[src/rtl/frequency_meter_if.sv]
// Frequency meter port bundle.
// Carries the measurement control and result signals between the meter and
// its consumer (the 7-segment counter datapath).
//   enable     : consumer -> meter, high = measure continuously
//   sig_in     : external asynchronous signal under measurement
//   freq_hz    : meter -> consumer, edge count of the last completed window
//   meas_valid : meter -> consumer, one-cycle pulse when freq_hz updates
//   overflow   : meter -> consumer, last completed window saturated
//   busy       : meter -> consumer, high while a gate window is running
interface frequency_meter_if #(
  parameter int unsigned CNT_W = 27
);
  logic             enable;
  logic             sig_in;
  logic [CNT_W-1:0] freq_hz;
  logic             meas_valid;
  logic             overflow;
  logic             busy;

  // Meter side
  modport slave (
    input  enable,
    input  sig_in,
    output freq_hz,
    output meas_valid,
    output overflow,
    output busy
  );

  // Consumer side
  modport master (
    output enable,
    output sig_in,
    input  freq_hz,
    input  meas_valid,
    input  overflow,
    input  busy
  );
endinterface

[src/rtl/frequency_meter.sv]
// Frequency meter.
// Counts synchronized rising edges of sig_in over back-to-back gate windows
// of GATE_CYCLES clk_100MHz cycles and publishes the saturated count on
// freq_hz with a one-cycle meas_valid pulse. Dropping enable aborts the
// current window without publishing.
//   clk_100MHz : system clock, rising edge
//   rst_n      : asynchronous active-low reset
//   meas       : frequency_meter_if slave modport (enable, sig_in in;
//                freq_hz, meas_valid, overflow, busy out)
module frequency_meter #(
  parameter int unsigned GATE_CYCLES = 100000000,
  parameter int unsigned CNT_W       = 27
) (
  input  logic              clk_100MHz,
  input  logic              rst_n,
  frequency_meter_if.slave  meas
);

  // The gate counter is never narrower than needed for GATE_CYCLES-1, so a
  // narrow CNT_W only limits the reported count, not the window length.
  localparam int unsigned GATE_W = (CNT_W > $clog2(GATE_CYCLES)) ? CNT_W
                                                                 : $clog2(GATE_CYCLES);
  localparam logic [GATE_W-1:0] GATE_LAST = GATE_W'(GATE_CYCLES - 1);
  localparam logic [GATE_W-1:0] GATE_ONE  = GATE_W'(1);
  localparam logic [CNT_W-1:0]  CNT_ONE   = CNT_W'(1);
  localparam logic [CNT_W-1:0]  CNT_MAX   = '1;

  typedef enum logic {
    ST_IDLE,
    ST_GATE
  } state_e;

  state_e            state_q, state_d;
  logic              s1_q, s1_d;
  logic              s2_q, s2_d;
  logic              s3_q, s3_d;
  logic [GATE_W-1:0] gate_cnt_q, gate_cnt_d;
  logic [CNT_W-1:0]  edge_cnt_q, edge_cnt_d;
  logic              sat_q, sat_d;
  logic [CNT_W-1:0]  freq_q, freq_d;
  logic              overflow_q, overflow_d;
  logic              meas_valid_q, meas_valid_d;
  logic              rise;

  assign rise = s2_q & ~s3_q;

  always_ff @(posedge clk_100MHz or negedge rst_n) begin
    if (!rst_n) begin
      state_q      <= ST_IDLE;
      s1_q         <= 1'b0;
      s2_q         <= 1'b0;
      s3_q         <= 1'b0;
      gate_cnt_q   <= '0;
      edge_cnt_q   <= '0;
      sat_q        <= 1'b0;
      freq_q       <= '0;
      overflow_q   <= 1'b0;
      meas_valid_q <= 1'b0;
    end else begin
      state_q      <= state_d;
      s1_q         <= s1_d;
      s2_q         <= s2_d;
      s3_q         <= s3_d;
      gate_cnt_q   <= gate_cnt_d;
      edge_cnt_q   <= edge_cnt_d;
      sat_q        <= sat_d;
      freq_q       <= freq_d;
      overflow_q   <= overflow_d;
      meas_valid_q <= meas_valid_d;
    end
  end

  always_comb begin
    state_d      = state_q;
    gate_cnt_d   = gate_cnt_q;
    edge_cnt_d   = edge_cnt_q;
    sat_d        = sat_q;
    freq_d       = freq_q;
    overflow_d   = overflow_q;
    meas_valid_d = 1'b0;
    // Synchronizer runs in every state
    s1_d         = meas.sig_in;
    s2_d         = s1_q;
    s3_d         = s2_q;

    case (state_q)
      ST_IDLE: begin
        if (meas.enable) begin
          state_d    = ST_GATE;
          gate_cnt_d = '0;
          edge_cnt_d = '0;
          sat_d      = 1'b0;
        end
      end
      ST_GATE: begin
        if (!meas.enable) begin
          // Abort: window discarded, published result holds
          state_d = ST_IDLE;
        end else if (gate_cnt_q != GATE_LAST) begin
          gate_cnt_d = gate_cnt_q + GATE_ONE;
          if (rise) begin
            if (edge_cnt_q == CNT_MAX) begin
              sat_d = 1'b1;
            end else begin
              edge_cnt_d = edge_cnt_q + CNT_ONE;
            end
          end
        end else begin
          // Terminal cycle: a rise here still belongs to the closing window;
          // the next window starts on the following cycle with no gap.
          if (rise && (edge_cnt_q == CNT_MAX)) begin
            freq_d     = CNT_MAX;
            overflow_d = 1'b1;
          end else begin
            freq_d     = edge_cnt_q + (rise ? CNT_ONE : '0);
            overflow_d = sat_q;
          end
          meas_valid_d = 1'b1;
          gate_cnt_d   = '0;
          edge_cnt_d   = '0;
          sat_d        = 1'b0;
        end
      end
      default: state_d = ST_IDLE;
    endcase
  end

  assign meas.freq_hz    = freq_q;
  assign meas.meas_valid = meas_valid_q;
  assign meas.overflow   = overflow_q;
  assign meas.busy       = (state_q == ST_GATE);

endmodule

[src/flat_wrapper.sv]
// flat-port wrapper written by rule: the top's interface ports become plain ports
module frequency_meter_flat 
#(
  parameter int unsigned GATE_CYCLES = 100000000,
  parameter int unsigned CNT_W       = 27
)
  (clk_100MHz, rst_n, meas_enable, meas_sig_in, meas_freq_hz, meas_meas_valid, meas_overflow, meas_busy);
  frequency_meter_if #(.CNT_W(CNT_W)) meas_i ();
  input  logic clk_100MHz;
  input  logic rst_n;
  input wire logic [$bits(meas_i.enable)-1:0] meas_enable;
  input wire logic [$bits(meas_i.sig_in)-1:0] meas_sig_in;
  output wire logic [$bits(meas_i.freq_hz)-1:0] meas_freq_hz;
  output wire logic [$bits(meas_i.meas_valid)-1:0] meas_meas_valid;
  output wire logic [$bits(meas_i.overflow)-1:0] meas_overflow;
  output wire logic [$bits(meas_i.busy)-1:0] meas_busy;
  assign meas_i.enable = meas_enable;
  assign meas_i.sig_in = meas_sig_in;
  assign meas_freq_hz = meas_i.freq_hz;
  assign meas_meas_valid = meas_i.meas_valid;
  assign meas_overflow = meas_i.overflow;
  assign meas_busy = meas_i.busy;
  frequency_meter #(.GATE_CYCLES(GATE_CYCLES), .CNT_W(CNT_W)) u_core (.clk_100MHz(clk_100MHz), .rst_n(rst_n), .meas(meas_i));
endmodule
[config.mk]
export PLATFORM = sky130hd
export DESIGN_NAME = frequency_meter_flat
export DESIGN_NICKNAME = d
export VERILOG_FILES = /design/src/rtl/frequency_meter_if.sv /design/src/rtl/frequency_meter.sv /design/src/flat_wrapper.sv
export SDC_FILE = /design/constraint.sdc
export NUM_CORES = 1
export LEC_CHECK = 0
export BUFFER_PORTS_ARGS = -buffer_cell sky130_fd_sc_hd__buf_2
export CAP_MARGIN = 20
export CELL_PAD_IN_SITES_DETAIL_PLACEMENT = 2
export CELL_PAD_IN_SITES_GLOBAL_PLACEMENT = 2
export CORE_UTILIZATION = 41
export CTS_CLUSTER_DIAMETER = 150
export DETAILED_ROUTE_END_ITERATION = 6
export HOLD_SLACK_MARGIN = 0.02
export PLACE_DENSITY_LB_ADDON = 0.25
export RECOVER_POWER = 100
export SYNTH_ARGS = -nofsm -noshare
export SYNTH_HDL_FRONTEND = slang
export SYNTH_SLANG_ARGS = --single-unit
[constraint.sdc]
create_clock -name clk_100MHz -period 4.3 [get_ports clk_100MHz]
set_input_delay 0.86 -clock clk_100MHz [delete_from_list [all_inputs] [get_ports clk_100MHz]]
set_output_delay 0.86 -clock clk_100MHz [all_outputs]
set_load 0.01 [all_outputs]
After elaboration in Yosys (flattened, before gate mapping)
Cells that the tools add are included.
{"block": "classes", "addsub": 3, "eq_ne": 7, "reduce_logical": 5, "bitwise": 4, "muxes": 22}
{"operator": "two-way mux 27 bit", "count": 8}
{"operator": "one-hot mux 27 bit (2 select lines)", "count": 2}
{"operator": "adder 27 x 1 -> 27 bit, second input constant", "count": 2}
{"operator": "adder 27 bit", "count": 1}
{"operator": "== test 27 bit, second input constant", "count": 1}
{"operator": "!= test 27 bit, second input constant", "count": 1}
{"operator": "two-way mux 1 bit", "count": 11}
{"operator": "!= test 3 bit, second input constant", "count": 3}
{"operator": "AND reduction 4 bit", "count": 2}
{"operator": "!= test 2 bit, second input constant", "count": 2}
{"operator": "NOT 1 bit", "count": 3}
{"operator": "AND reduction 3 bit", "count": 1}
{"operator": "one-hot mux 1 bit (2 select lines)", "count": 1}
{"operator": "AND reduction 2 bit", "count": 1}
{"operator": "bitwise AND 1 bit", "count": 1}
{"operator": "logical AND 1 bit", "count": 1}
{"block": "totals", "wordCells": 51, "output_inout_bits": 30, "in_bits": 4, "ff_bits": 88}

Logic depth before layout (Yosys ltp)
Gate-level depths: netlist (run 1).
{"block": "logic_depth", "word_depth": 6, "depth_mapped": 9, "ltp_nobuf": 9}

Least setup slack after synthesis (run 1)
Ideal clock, no wire load.
{"block": "synth_timing", "path_kind": "input to register", "from": "input port meas_enable", "to": "register u_core.edge_cnt_q[26]", "cell_stages": 6, "setup_ns": 0.078, "path_slack_ns": 1.973, "t_arrival_ns": 2.249, "cell_sequence": "clkbuf_1 -> and2_1 -> a21boi_1 -> clkbuf_1 -> nand4_1 -> a21oi_1"}
{"block": "synth_via", "elab_chain_len": 2, "word_cells_on_any_way": 3, "classes_between": "2 x eq/ne; 1 x reduce/logical"}
{"element": "start: declaration", "line": "flat_wrapper.sv:11", "rtl": "input wire logic [$bits(meas_i.enable)-1:0] meas_enable;"}
{"element": "!= test 2 bit (no source line)"}
{"element": "AND reduction 4 bit (no source line) *"}
{"element": "end signal: assignment", "line": "frequency_meter.sv:65", "rtl": "edge_cnt_q <= edge_cnt_d;"}
{"element": "end: declaration", "line": "frequency_meter.sv:38", "rtl": "logic [CNT_W-1:0] edge_cnt_q, edge_cnt_d;"}
Every way passes the cells marked *; elsewhere a longest branch is shown, timed or not.
A chain may end at the register's enable or synchronous reset.

Worst setup path in the final report (run 1)
{"block": "layout_timing", "from": "input port meas_enable", "to": "register u_core.freq_q[18] (netlist: u_core.meas.freq_hz[18])"}
{"block": "layout_via", "elab_chain_len": 1}
{"element": "AND reduction 3 bit (no source line)"}
{"element": "end signal: assignment", "line": "frequency_meter.sv:67", "rtl": "freq_q <= freq_d;"}
{"element": "end: declaration", "line": "frequency_meter.sv:40", "rtl": "logic [CNT_W-1:0] freq_q, freq_d;"}
No other way between the ends.

==> impl_summary.txt, run 1 <==
----------------------------------------------------
[Pwr]
  Switching share of total power ... 0.235
  Power per cell area ... 316 nW/um2
  P_sw ... 0.000393 W
  Share of total power in the clock network ... 0.434
  Combinational share of power ... 0.051
  Part of the total power dissipated in sequential elements ... 0.514
  Overall Power ... 0.00167 W
  Internal Pwr Total ... 0.00127 W
  IR drop worst, VDD ... 0.193 mV
  Pleak ... 2.09 nW

[Place]
  Placer Congestion ... 0.814
  Worst slack at placement ... 1.25 ns
  Area after detailed placement ... 5100 um2
  IO Port Bufs ... 33
  Post-DP HPWL ... 10300 um
  Number of cells in the design after placement ... 684

[Drt]
  Routed WL per cell ... 21.6 um
  Antenna-violating nets left ... 0
  Via count ... 4163
  Total length of routed wires ... 15100 um
  Drt drc ... 20
  Detail-routed via count per cell ... 5.96
  Iteration-0 DRC Markers ... 195
  Number of search-and-repair iterations in the first detailed-routing pass ... 7

[Floorplan]
  Die Footprint ... 12400 um2
  Initial Util ... 0.425
  Chip width ... 111 um
  Row cnt ... 39
  IO Pins ... 34
  Total core area ... 11500 um2
  Overall die height ... 111 um

[STA]
  Hold violation count in the final report ... 0
  FMAX ... 295 MHz
  Worst relative slew slack ... -0.173
  Max-slew violation count ... 70
  Final critical path time including I/O delays and setup ... 3.39 ns
  Number of setup violations in the final report ... 0
  Max Clock Skew ... 0.00853 ns
  Slew @ Worst Pin ... 1.76 ns
  Total Negative Setup Slacks ... 0 ns
  RSZ-0062 raised after global routing ... no
  Final worst slack ... 0.908 ns
  Crit share post-route ... 0.789

[Finish]
  Layout Cells excl Fill ... 699
  FF+latch area ... 2200 um2
  Layout fillers ... 1311
  Number of antenna cells inserted ... 0
  Share of layout cells above drive strength 1 ... 0.0522
  Final standard cell area without fillers ... 5280 um2
  Count of nets after finishing ... 562
  Combined area of the multi-input logic cells ... 2370 um2
  Area growth from synthesis to final layout ... 8.01%

[Yosys]
  Cell type with the largest total area after synthesis ... dfrtp_1
  Fraction of synthesis flops using an asynchronous set or reset pin ... 1.00
  Top cells by area in the synthesized netlist ... dfrtp_1 (45%), xnor2_1 (5.9%), nor2_1 (5.7%)
  Average cell area after synthesis ... 9.12 um2
  Post-synth top cells ... dfrtp_1 (88), nor2_1 (74), nand3_1 (35)
  Dominant synthesized flop cell ... dfrtp_1
  Number of warnings printed during yosys synthesis ... 0
  Sequential area share after synthesis ... 0.450
  Register bit count reported by yosys ... 88
  Distinct cell type count of the synthesized netlist ... 59
  Post-Synthesis Cell Area ... 4890 um2
  Count of flip-flops with a built-in enable after synthesis ... 0
  Fraction of post-synthesis cell area in the top cell type by area ... 0.450
  Count of mapped cells out of synthesis ... 536
  Post-synth net total ... 544
  Most repeated cell in the gate-level netlist after synthesis ... dfrtp_1

[Hold path]
  Instance count along the most critical hold path ... 0
  Launch instance of the worst min-delay path ... u_core.s1_q$_DFF_PN0_
  Worst min-delay path class ... flip-flop to flip-flop
  Endpoint, Worst Hold ... u_core.s2_q$_DFF_PN0_

[GRT]
  Overflow left after global routing ... 0
  Via count of the first global-routing pass ... 4638
  Largest net degree at the start of global routing ... 70
  All-layer global routing usage ... 0.257
  Wire length of the first global-routing pass ... 24800 um
  Number of antenna violations at the first check in global routing ... 0

[Critical path]
  Worst setup path class ... input port to flip-flop
  Data required time at the worst endpoint ... 4.46 ns
  Worst reg2reg path depth ... 6
  Type of origin of the critical path ... input port
  Data arrival time of the worst path ... 3.56 ns
  Maximum fanout count along the critical path ... 21
  Critical path capture point type ... flip-flop
  Worst reg2reg path startpoint ... u_core.edge_cnt_q[0]$_DFFE_PN0P_
  Worst R2R End ... u_core.edge_cnt_q[23]$_DFFE_PN0P_
  Register-to-Register Setup Slack ... 0.93 ns

[CTS]
  Clock Sinks ... 88
  Clock latency on the worst-skew pair ... 0.35 ns
  Clock tree from TritonCTS ... built
  Setup repair bufs after CTS ... 0
  Number of buffers on the longest clock path ... 2
  Cts-stage hold buffer count ... 0
  Cell at the root of the clock tree ... clkbuf_16
  Total CTS buffers ... 9
  Resized Gates After CTS ... 0
  Clock slew seen by the registers of the worst setup and hold paths ... 0.06 ns
  Clock H-tree levels ... 3

[Run]
  Number of maximum-capacitance violations ... 1

[Status]
  Result of the run ... finished, violations left
  Failing checks ... design-rule violations, max-capacitance violations, max-slew violations

----------------------------------------------------
-- power by group through the flow --
stage                     combinational (W)  sequential (W)  clock, W
after CTS                         0.0000892        0.000857  0.000742
after global placement            0.0000818        0.000870         0
after global routing              0.0000940        0.000859  0.000770
after detailed placement          0.0000879        0.000872         0
after floorplan                   0.0000592        0.000861         0
final                             0.0000853        0.000857  0.000724
-- logic make-up after synthesis --
kind of cell | synth area share
flops | 0.450
mux | 0.00435
simple gates | 0.260
buf+inv | 0.0555
fa+ha+maj | 0.0102
compound gates | 0.136
xor+xnor | 0.0842
-- through the flow --
step            util  hold WS, ns
2_1_floorplan      -        0.331
3_3_place_gp   0.442        0.333
3_5_place_dp   0.443        0.350
4_1_cts        0.466        0.366
5_1_grt        0.459        0.376
6_report       0.459        0.365
-- layer usage --
layer / track usage / part of all wire
met3: 0.0328 / 0.031
met2: 0.451 / 0.52
met4: 0.0964 / 0.018
met5: 0 / 0
met1: 0.321 / 0.44
-- worst max-delay path: stages --
cell      delay, ns
clkbuf_1       0.68
and2_0         0.29
nand4_1        0.21
nor2_1         0.45
clkbuf_1       0.87
a21oi_1        0.18
-- layout make-up --
cell class / instances / area share
inverters: 24 / 0.0171
clock inverters: 1 / 0.000947
well taps: 143 / 0.0339
flip-flops and latches: 88 / 0.417
repair buffers: 40 / 0.0332
multi-input cells: 391 / 0.450
clock buffers: 12 / 0.0486
-- worst max-delay path by stage --
stage,startpoint,endpoint,slack [ns],cells after the start
3_5_place_dp,meas_enable,u_core.meas.freq_hz[23]$_DFFE_PN0P_,1.25,5
4_1_cts,u_core.gate_cnt_q[4]$_DFFE_PN0P_,u_core.sat_q$_DFFE_PN0P_,1.27,5
3_3_place_gp,u_core.edge_cnt_q[0]$_DFFE_PN0P_,u_core.edge_cnt_q[9]$_DFFE_PN0P_,1.39,6
2_1_floorplan,meas_enable,u_core.edge_cnt_q[26]$_DFFE_PN0P_,1.97,6
5_1_grt,u_core.edge_cnt_q[1]$_DFFE_PN0P_,u_core.edge_cnt_q[25]$_DFFE_PN0P_,0.68,6
6_report,meas_enable,u_core.meas.freq_hz[18]$_DFFE_PN0P_,0.91,6
-- cells in the final DEF (no fill, tap or decap), types with 14 or more instances in the layout --
master    Yosys  layout
dfrtp_1      88      88
nor2_1       74      76
clkbuf_1     14      36
nand3_1      35      35
xnor2_1      33      33
a21oi_1      32      32
nand2_1      26      26
nand4_1      25      25
inv_1        23      23
nor3_1       22      22
xor2_1       14      14
(Power assumes the default switching activity.)
==> inputs of run 2 (changes only) <==
- ABC_AREA: not set -> 1
- CORE_UTILIZATION: 41 -> 35
- clock period: 4.3 -> 3.2 ns (I/O delays scaled with it)
==> run 2 against run 1 <==
The run still ends with design-rule violations, max-capacitance violations, max-slew violations left. Clock skew increased by 0.0011 ns. Die area rose by 28%. Cell count grew 44%. Wire length up 24%. Combinational power rose by 8.8%. Critical path type is now flip-flop to flip-flop. Synthesized cell count rose by 46%. Non-clock buffer count did not move. Critical path depth grew 6. Design area increased by 12%. Total power rose by 33%.
==> impl_summary.txt, run 2 <==
----------------------------------------------------
[Floorplan]
  Row cnt ... 44
  Initial Util ... 0.363
  Chip width ... 126 um
  IO Pins ... 34
  Die Footprint ... 15800 um2
  Overall die height ... 126 um
  Total core area ... 14800 um2

[Yosys]
  Most repeated cell in the gate-level netlist after synthesis ... nand2_1
  Post-Synthesis Cell Area ... 5350 um2
  Cell type with the largest total area after synthesis ... dfrtp_1
  Register bit count reported by yosys ... 88
  Fraction of synthesis flops using an asynchronous set or reset pin ... 1.00
  Post-synth net total ... 791
  Fraction of post-synthesis cell area in the top cell type by area ... 0.411
  Average cell area after synthesis ... 6.84 um2
  Count of flip-flops with a built-in enable after synthesis ... 0
  Top cells by area in the synthesized netlist ... dfrtp_1 (41%), nand2_1 (21%), nand3_1 (8.0%)
  Number of warnings printed during yosys synthesis ... 0
  Count of mapped cells out of synthesis ... 783
  Distinct cell type count of the synthesized netlist ... 29
  Sequential area share after synthesis ... 0.411
  Post-synth top cells ... nand2_1 (302), nor2_1 (111), dfrtp_1 (88)
  Dominant synthesized flop cell ... dfrtp_1

[Status]
  Failing checks ... design-rule violations, max-capacitance violations, max-slew violations
  Result of the run ... finished, violations left

[Finish]
  Share of layout cells above drive strength 1 ... 0.0596
  Area growth from synthesis to final layout ... 10.1%
  Count of nets after finishing ... 825
  Highest-count cells in the layout ignoring fill and taps ... nand2_1 (303), nor2_1 (112), dfrtp_1 (88), nand3_1 (86), inv_1 (62)
  Most frequent standard cell in the layout excluding fill and tap cells ... nand2_1
  Number of antenna cells inserted ... 0

[Pwr]
  Share of total power in the clock network ... 0.447
  Pleak ... 2.81 nW
  IR drop worst, VDD ... 0.214 mV
  Combinational share of power ... 0.042
  Power per cell area ... 376 nW/um2
  Internal Pwr Total ... 0.00167 W
  P_sw ... 0.000549 W
  Part of the total power dissipated in sequential elements ... 0.511
  Switching share of total power ... 0.248

[Drt]
  Total length of routed wires ... 18700 um
  Iteration-0 DRC Markers ... 265
  Number of search-and-repair iterations in the first detailed-routing pass ... 6
  Antenna-violating nets left ... 0
  Detail-routed via count per cell ... 5.19
  Routed WL per cell ... 18.6 um
  Via count ... 5222
  Drt drc ... 6

[Critical path]
  Worst R2R End ... u_core.edge_cnt_q[7]$_DFFE_PN0P_
  Worst setup path class ... flip-flop to flip-flop
  Worst reg2reg path startpoint ... u_core.gate_cnt_q[19]$_DFFE_PN0P_
  Kind of cell adding the most delay to the critical path ... simple AND/OR/NAND/NOR gates
  Type of origin of the critical path ... flip-flop
  Crit-path most repeated cell ... nand2_1
  Bufs and invs on worst path ... 2
  Crit path largest cell delay ... 0.42 ns
  Max stage delay cell, worst path ... dfrtp_1
  Launch point of the critical path ... u_core.gate_cnt_q[19]$_DFFE_PN0P_
  CP cell instances ... inv_1 -> nand2_1 -> nor2_1 -> nand2_1 -> nor2_1 -> nand2_1 -> nand2_4 -> nand2_2 -> buf_4 -> nand2_2 -> nand2_1 -> nand2_1
  Critical Path Stages ... 12
  Register-to-Register Setup Slack ... 0.50 ns
  Worst reg2reg path depth ... 12
  Critical path capture point type ... flip-flop
  Data arrival time of the worst path ... 2.99 ns
  Data required time at the worst endpoint ... 3.49 ns
  Capturing instance or port of the critical path ... u_core.edge_cnt_q[7]$_DFFE_PN0P_
  Maximum fanout count along the critical path ... 16

[STA]
  RSZ-0062 raised after global routing ... no
  FMAX ... 370 MHz
  Hold violation count in the final report ... 0
  Total Negative Setup Slacks ... 0 ns
  Number of setup violations in the final report ... 0
  Max Clock Skew ... 0.00966 ns
  Crit share post-route ... 0.844
  Slew @ Worst Pin ... 2.41 ns
  Worst relative slew slack ... -0.604
  Final worst slack ... 0.498 ns
  Final critical path time including I/O delays and setup ... 2.70 ns
  Max-slew violation count ... 38
  Fin Hold WS ... 0.357 ns

[CTS]
  Total CTS buffers ... 9
  Cts-stage hold buffer count ... 0
  Clock H-tree levels ... 3
  Setup repair bufs after CTS ... 0
  Clock tree from TritonCTS ... built
  Clock slew seen by the registers of the worst setup and hold paths ... 0.07 ns
  Clock Sinks ... 88
  Resized Gates After CTS ... 0
  Number of buffers on the longest clock path ... 2
  Clock latency on the worst-skew pair ... 0.35 ns
  Cell at the root of the clock tree ... clkbuf_16

[GRT]
  Met2 track demand over resource ... 0.418
  Overflow left after global routing ... 0
  Wire length of the first global-routing pass ... 30900 um
  All-layer global routing usage ... 0.250
  Most used routing layer in global routing ... met2
  Largest net degree at the start of global routing ... 52
  Number of antenna violations at the first check in global routing ... 0
  Global routing usage on met1 ... 0.340
  Met3 global-route usage ... 0.0302
  Via count of the first global-routing pass ... 5866

[Hold path]
  Worst min-delay path class ... flip-flop to flip-flop
  Launch instance of the worst min-delay path ... u_core.s1_q$_DFF_PN0_

[Place]
  Post-DP HPWL ... 13700 um
  IO Port Bufs ... 33
  Worst slack at placement ... 0.631 ns
  Placer Congestion ... 0.832

[Run]
  Number of maximum-capacitance violations ... 1

----------------------------------------------------
[run 2: power groups by stage]
stage          registers (W)  logic [W]  clock network (W)
5_1_grt              0.00113   0.000106            0.00106
4_1_cts              0.00113  0.0000970            0.00102
3_5_place_dp         0.00115  0.0000956                  0
6_report             0.00113  0.0000928           0.000991
2_1_floorplan        0.00115  0.0000461                  0
3_3_place_gp         0.00115  0.0000928                  0
[run 2: area by class of cell]
cell class	instances	area (um2)
Clock buffer	11	233
Clock inverter	5	33.8
Fill cell	1817	8860
Inverter	70	263
Multi-Input combinational cell	608	2750
Sequential cell	88	2200
Tap cell	184	230
Timing Repair Buffer	40	188
[run 2: how the worst min path moves through the flow]
stage | end | depth (start not counted)
2_1_floorplan | u_core.s2_q$_DFF_PN0_ | 0
6_report | u_core.s2_q$_DFF_PN0_ | 0
4_1_cts | u_core.gate_cnt_q[21]$_DFFE_PN0P_ | 1
5_1_grt | u_core.s2_q$_DFF_PN0_ | 0
3_5_place_dp | u_core.s2_q$_DFF_PN0_ | 0
3_3_place_gp | u_core.s2_q$_DFF_PN0_ | 0
[run 2: logic make-up after synthesis]
logic type / count (synthesis) / synth area share
buf+inv: 87 / 0.0736
simple gates: 550 / 0.436
flops: 88 / 0.411
xor+xnor: 27 / 0.0442
fa+ha+maj: 4 / 0.00935
compound gates: 27 / 0.0252
[run 2: metrics by stage]
stage,util,power (W),std cells,cell area (um2)
finish,0.400,0.00222,1006,5900
global route,0.400,0.00230,1006,5900
CTS,0.403,0.00225,1006,5950
detailed placement,0.385,0.00125,990,5690
global placement,0.385,0.00124,990,5690
floorplan,-,0.00120,783,5350
[run 2: layer usage]
metal	up-vias	part of all wire
met2	68	0.48
li1	2510	-
met5	-	0
met1	2627	0.48
met3	17	0.032
met4	0	0.011
==> inputs of run 3 (changes only) <==
- clock period: 3.2 -> 2.5 ns (I/O delays scaled with it)
==> run 3 against run 2 <==
The run ends with design-rule violations left. Wire length up 8.2%. Design area up 1.8%. Setup slack worse by 0.32 ns. Cell count up 1.1%. Critical path type unchanged. Utilization up 0.72 points. Critical endpoint is now u_core.meas.freq_hz[24]$_DFFE_PN0P_.
==> impl_summary.txt, run 3 (synthesis gave the netlist of run 2 again) <==
----------------------------------------------------
[Pwr]
  Power per cell area ... 481 nW/um2
  IR drop worst, VDD ... 0.303 mV
  Pleak ... 2.90 nW

[Critical path]
  Data required time at the worst endpoint ... 2.74 ns
  Data arrival time of the worst path ... 2.56 ns
  CP cell instances ... inv_1 -> nor2_1 -> ha_1 -> ha_1 -> inv_1 -> nor2_2 -> nand2_1 -> nor2_1 -> nand2_1 -> nand2_1 -> nand3_1 -> nand2_1 -> nand2_1
  Crit-path most repeated cell ... nand2_1
  Critical path capture point type ... flip-flop
  Critical Path Stages ... 13
  Max stage delay cell, worst path ... dfrtp_1
  Worst setup path class ... flip-flop to flip-flop
  Maximum fanout count along the critical path ... 5
  Worst reg2reg path depth ... 13
  Kind of cell adding the most delay to the critical path ... simple AND/OR/NAND/NOR gates
  Bufs and invs on worst path ... 2
  Crit path largest cell delay ... 0.36 ns
  Type of origin of the critical path ... flip-flop

[GRT]
  Largest net degree at the start of global routing ... 89
  Wire length of the first global-routing pass ... 32900 um
  Via count of the first global-routing pass ... 5994
  Number of antenna violations at the first check in global routing ... 0
  All-layer global routing usage ... 0.271
  Overflow left after global routing ... 0

[Hold path]
  Worst min-delay path class ... input port to flip-flop
  Instance count along the most critical hold path ... 1

[STA]
  Total Negative Setup Slacks ... 0 ns
  Number of setup violations in the final report ... 0
  Max Clock Skew ... 0.00812 ns
  Slew @ Worst Pin ... 1.31 ns
  Max-slew violation count ... 0
  Crit share post-route ... 0.927
  Hold violation count in the final report ... 0
  RSZ-0062 raised after global routing ... no
  FMAX ... 432 MHz
  Final critical path time including I/O delays and setup ... 2.32 ns
  Worst relative slew slack ... 0.127

[Finish]
  Share of layout cells above drive strength 1 ... 0.0804
  Layout fillers ... 1831
  Area growth from synthesis to final layout ... 12.1%
  Most frequent standard cell in the layout excluding fill and tap cells ... nand2_1
  Highest-count cells in the layout ignoring fill and taps ... nand2_1 (302), nor2_1 (110), dfrtp_1 (88), nand3_1 (86), inv_1 (60)
  Layout Cells excl Fill ... 1017
  Number of antenna cells inserted ... 0
  Fraction of the core area covered by cells at the end of the flow ... 0.407
  Count of nets after finishing ... 837

[Floorplan]
  IO Pins ... 34
  Overall die height ... 126 um
  Die Footprint ... 15800 um2
  Total core area ... 14800 um2
  Initial Util ... 0.363
  Row cnt ... 44
  Chip width ... 126 um

[Status]
  Failing checks ... design-rule violations
  Result of the run ... finished, violations left

[Drt]
  Routed WL per cell ... 19.9 um
  Antenna-violating nets left ... 0
  Drt drc ... 6
  Total length of routed wires ... 20200 um
  Number of search-and-repair iterations in the first detailed-routing pass ... 7
  Via count ... 5430
  Iteration-0 DRC Markers ... 334
  Detail-routed via count per cell ... 5.34

[Run]
  Number of maximum-capacitance violations ... 0

[CTS]
  Setup repair bufs after CTS ... 0
  Number of buffers on the longest clock path ... 2
  Clock H-tree levels ... 3
  Clock Sinks ... 88
  Clock slew seen by the registers of the worst setup and hold paths ... 0.06 ns
  Total CTS buffers ... 9
  Clock latency on the worst-skew pair ... 0.35 ns
  Cts-stage hold buffer count ... 0
  Clock tree from TritonCTS ... built
  Cell at the root of the clock tree ... clkbuf_16

[Place]
  Placer Congestion ... 0.882
  Number of cells in the design after placement ... 1002
  IO Port Bufs ... 33
  Post-DP HPWL ... 14800 um

----------------------------------------------------
run 3: metal layers:
layer,up-vias,global-route usage,part of all wire
met3,27,0.0353,0.039
met5,-,0,0
li1,2538,-,-
met1,2763,0.371,0.48
met2,102,0.441,0.47
met4,0,0.0890,0.018
run 3: repair_timing:
| item | in CTS | in global routing |
|---|---|---|
| gates resized for setup | 0 | 3 |
| endpoints found under the hold margin | 0 | 0 |
| setup endpoints to repair | 0 | 7 |
run 3: report_power, final:
group,switching (W),internal (W),leakage [nW]
logic,0.0000986,0.0000266,1.55
registers,0.0000118,0.00144,1.22
clock network,0.000595,0.000721,0.134
total,0.000706,0.00218,2.90
run 3: final timing paths:
| kind | from | to | slack, ns |
|---|---|---|---|
| worst min register to register | u_core.s2_q$_DFF_PN0_ | u_core.s3_q$_DFF_PN0_ | 0.40 |
| worst max-delay path | u_core.s2_q$_DFF_PN0_ | u_core.meas.freq_hz[24]$_DFFE_PN0P_ | 0.18 |
| worst max register to register | u_core.s2_q$_DFF_PN0_ | u_core.meas.freq_hz[24]$_DFFE_PN0P_ | 0.18 |
| worst min-delay path | meas_sig_in | u_core.s1_q$_DFF_PN0_ | 0.25 |
| max in group asynchronous | rst_n | u_core.edge_cnt_q[9]$_DFFE_PN0P_ | 1.12 |
| min in group asynchronous | rst_n | u_core.gate_cnt_q[20]$_DFFE_PN0P_ | 0.57 |
run 3: metrics by stage:
stage	hold slack [ns]	cell area (um2)	setup slack [ns]	total power (W)
floorplan	0.204	5350	0.506	0.00153
global placement	0.358	5790	0.345	0.00160
detailed placement	0.378	5790	0.0789	0.00161
CTS	0.216	6060	0.0562	0.00293
global route	0.251	6000	0.0420	0.00299
finish	0.250	6000	0.183	0.00289
run 3: final cells by class:
cell class | count | area [um2] | area share
multi-input cells | 608 | 2760 | 0.460
flip-flops and latches | 88 | 2200 | 0.367
repair buffers | 52 | 274 | 0.0456
inverters | 70 | 263 | 0.0438
clock buffers | 12 | 256 | 0.0427
well taps | 184 | 230 | 0.0383
clock inverters | 3 | 17.5 | 0.00292
run 3: worst register-to-register path, delay by kind of cell, from the launching register on:
family / cells / cell delay [ns]
adders and majority gates: 2 / 0.42
DFF: 1 / 0.36
buffers and inverters: 2 / 0.19
and+or+nand+nor: 9 / 1.25
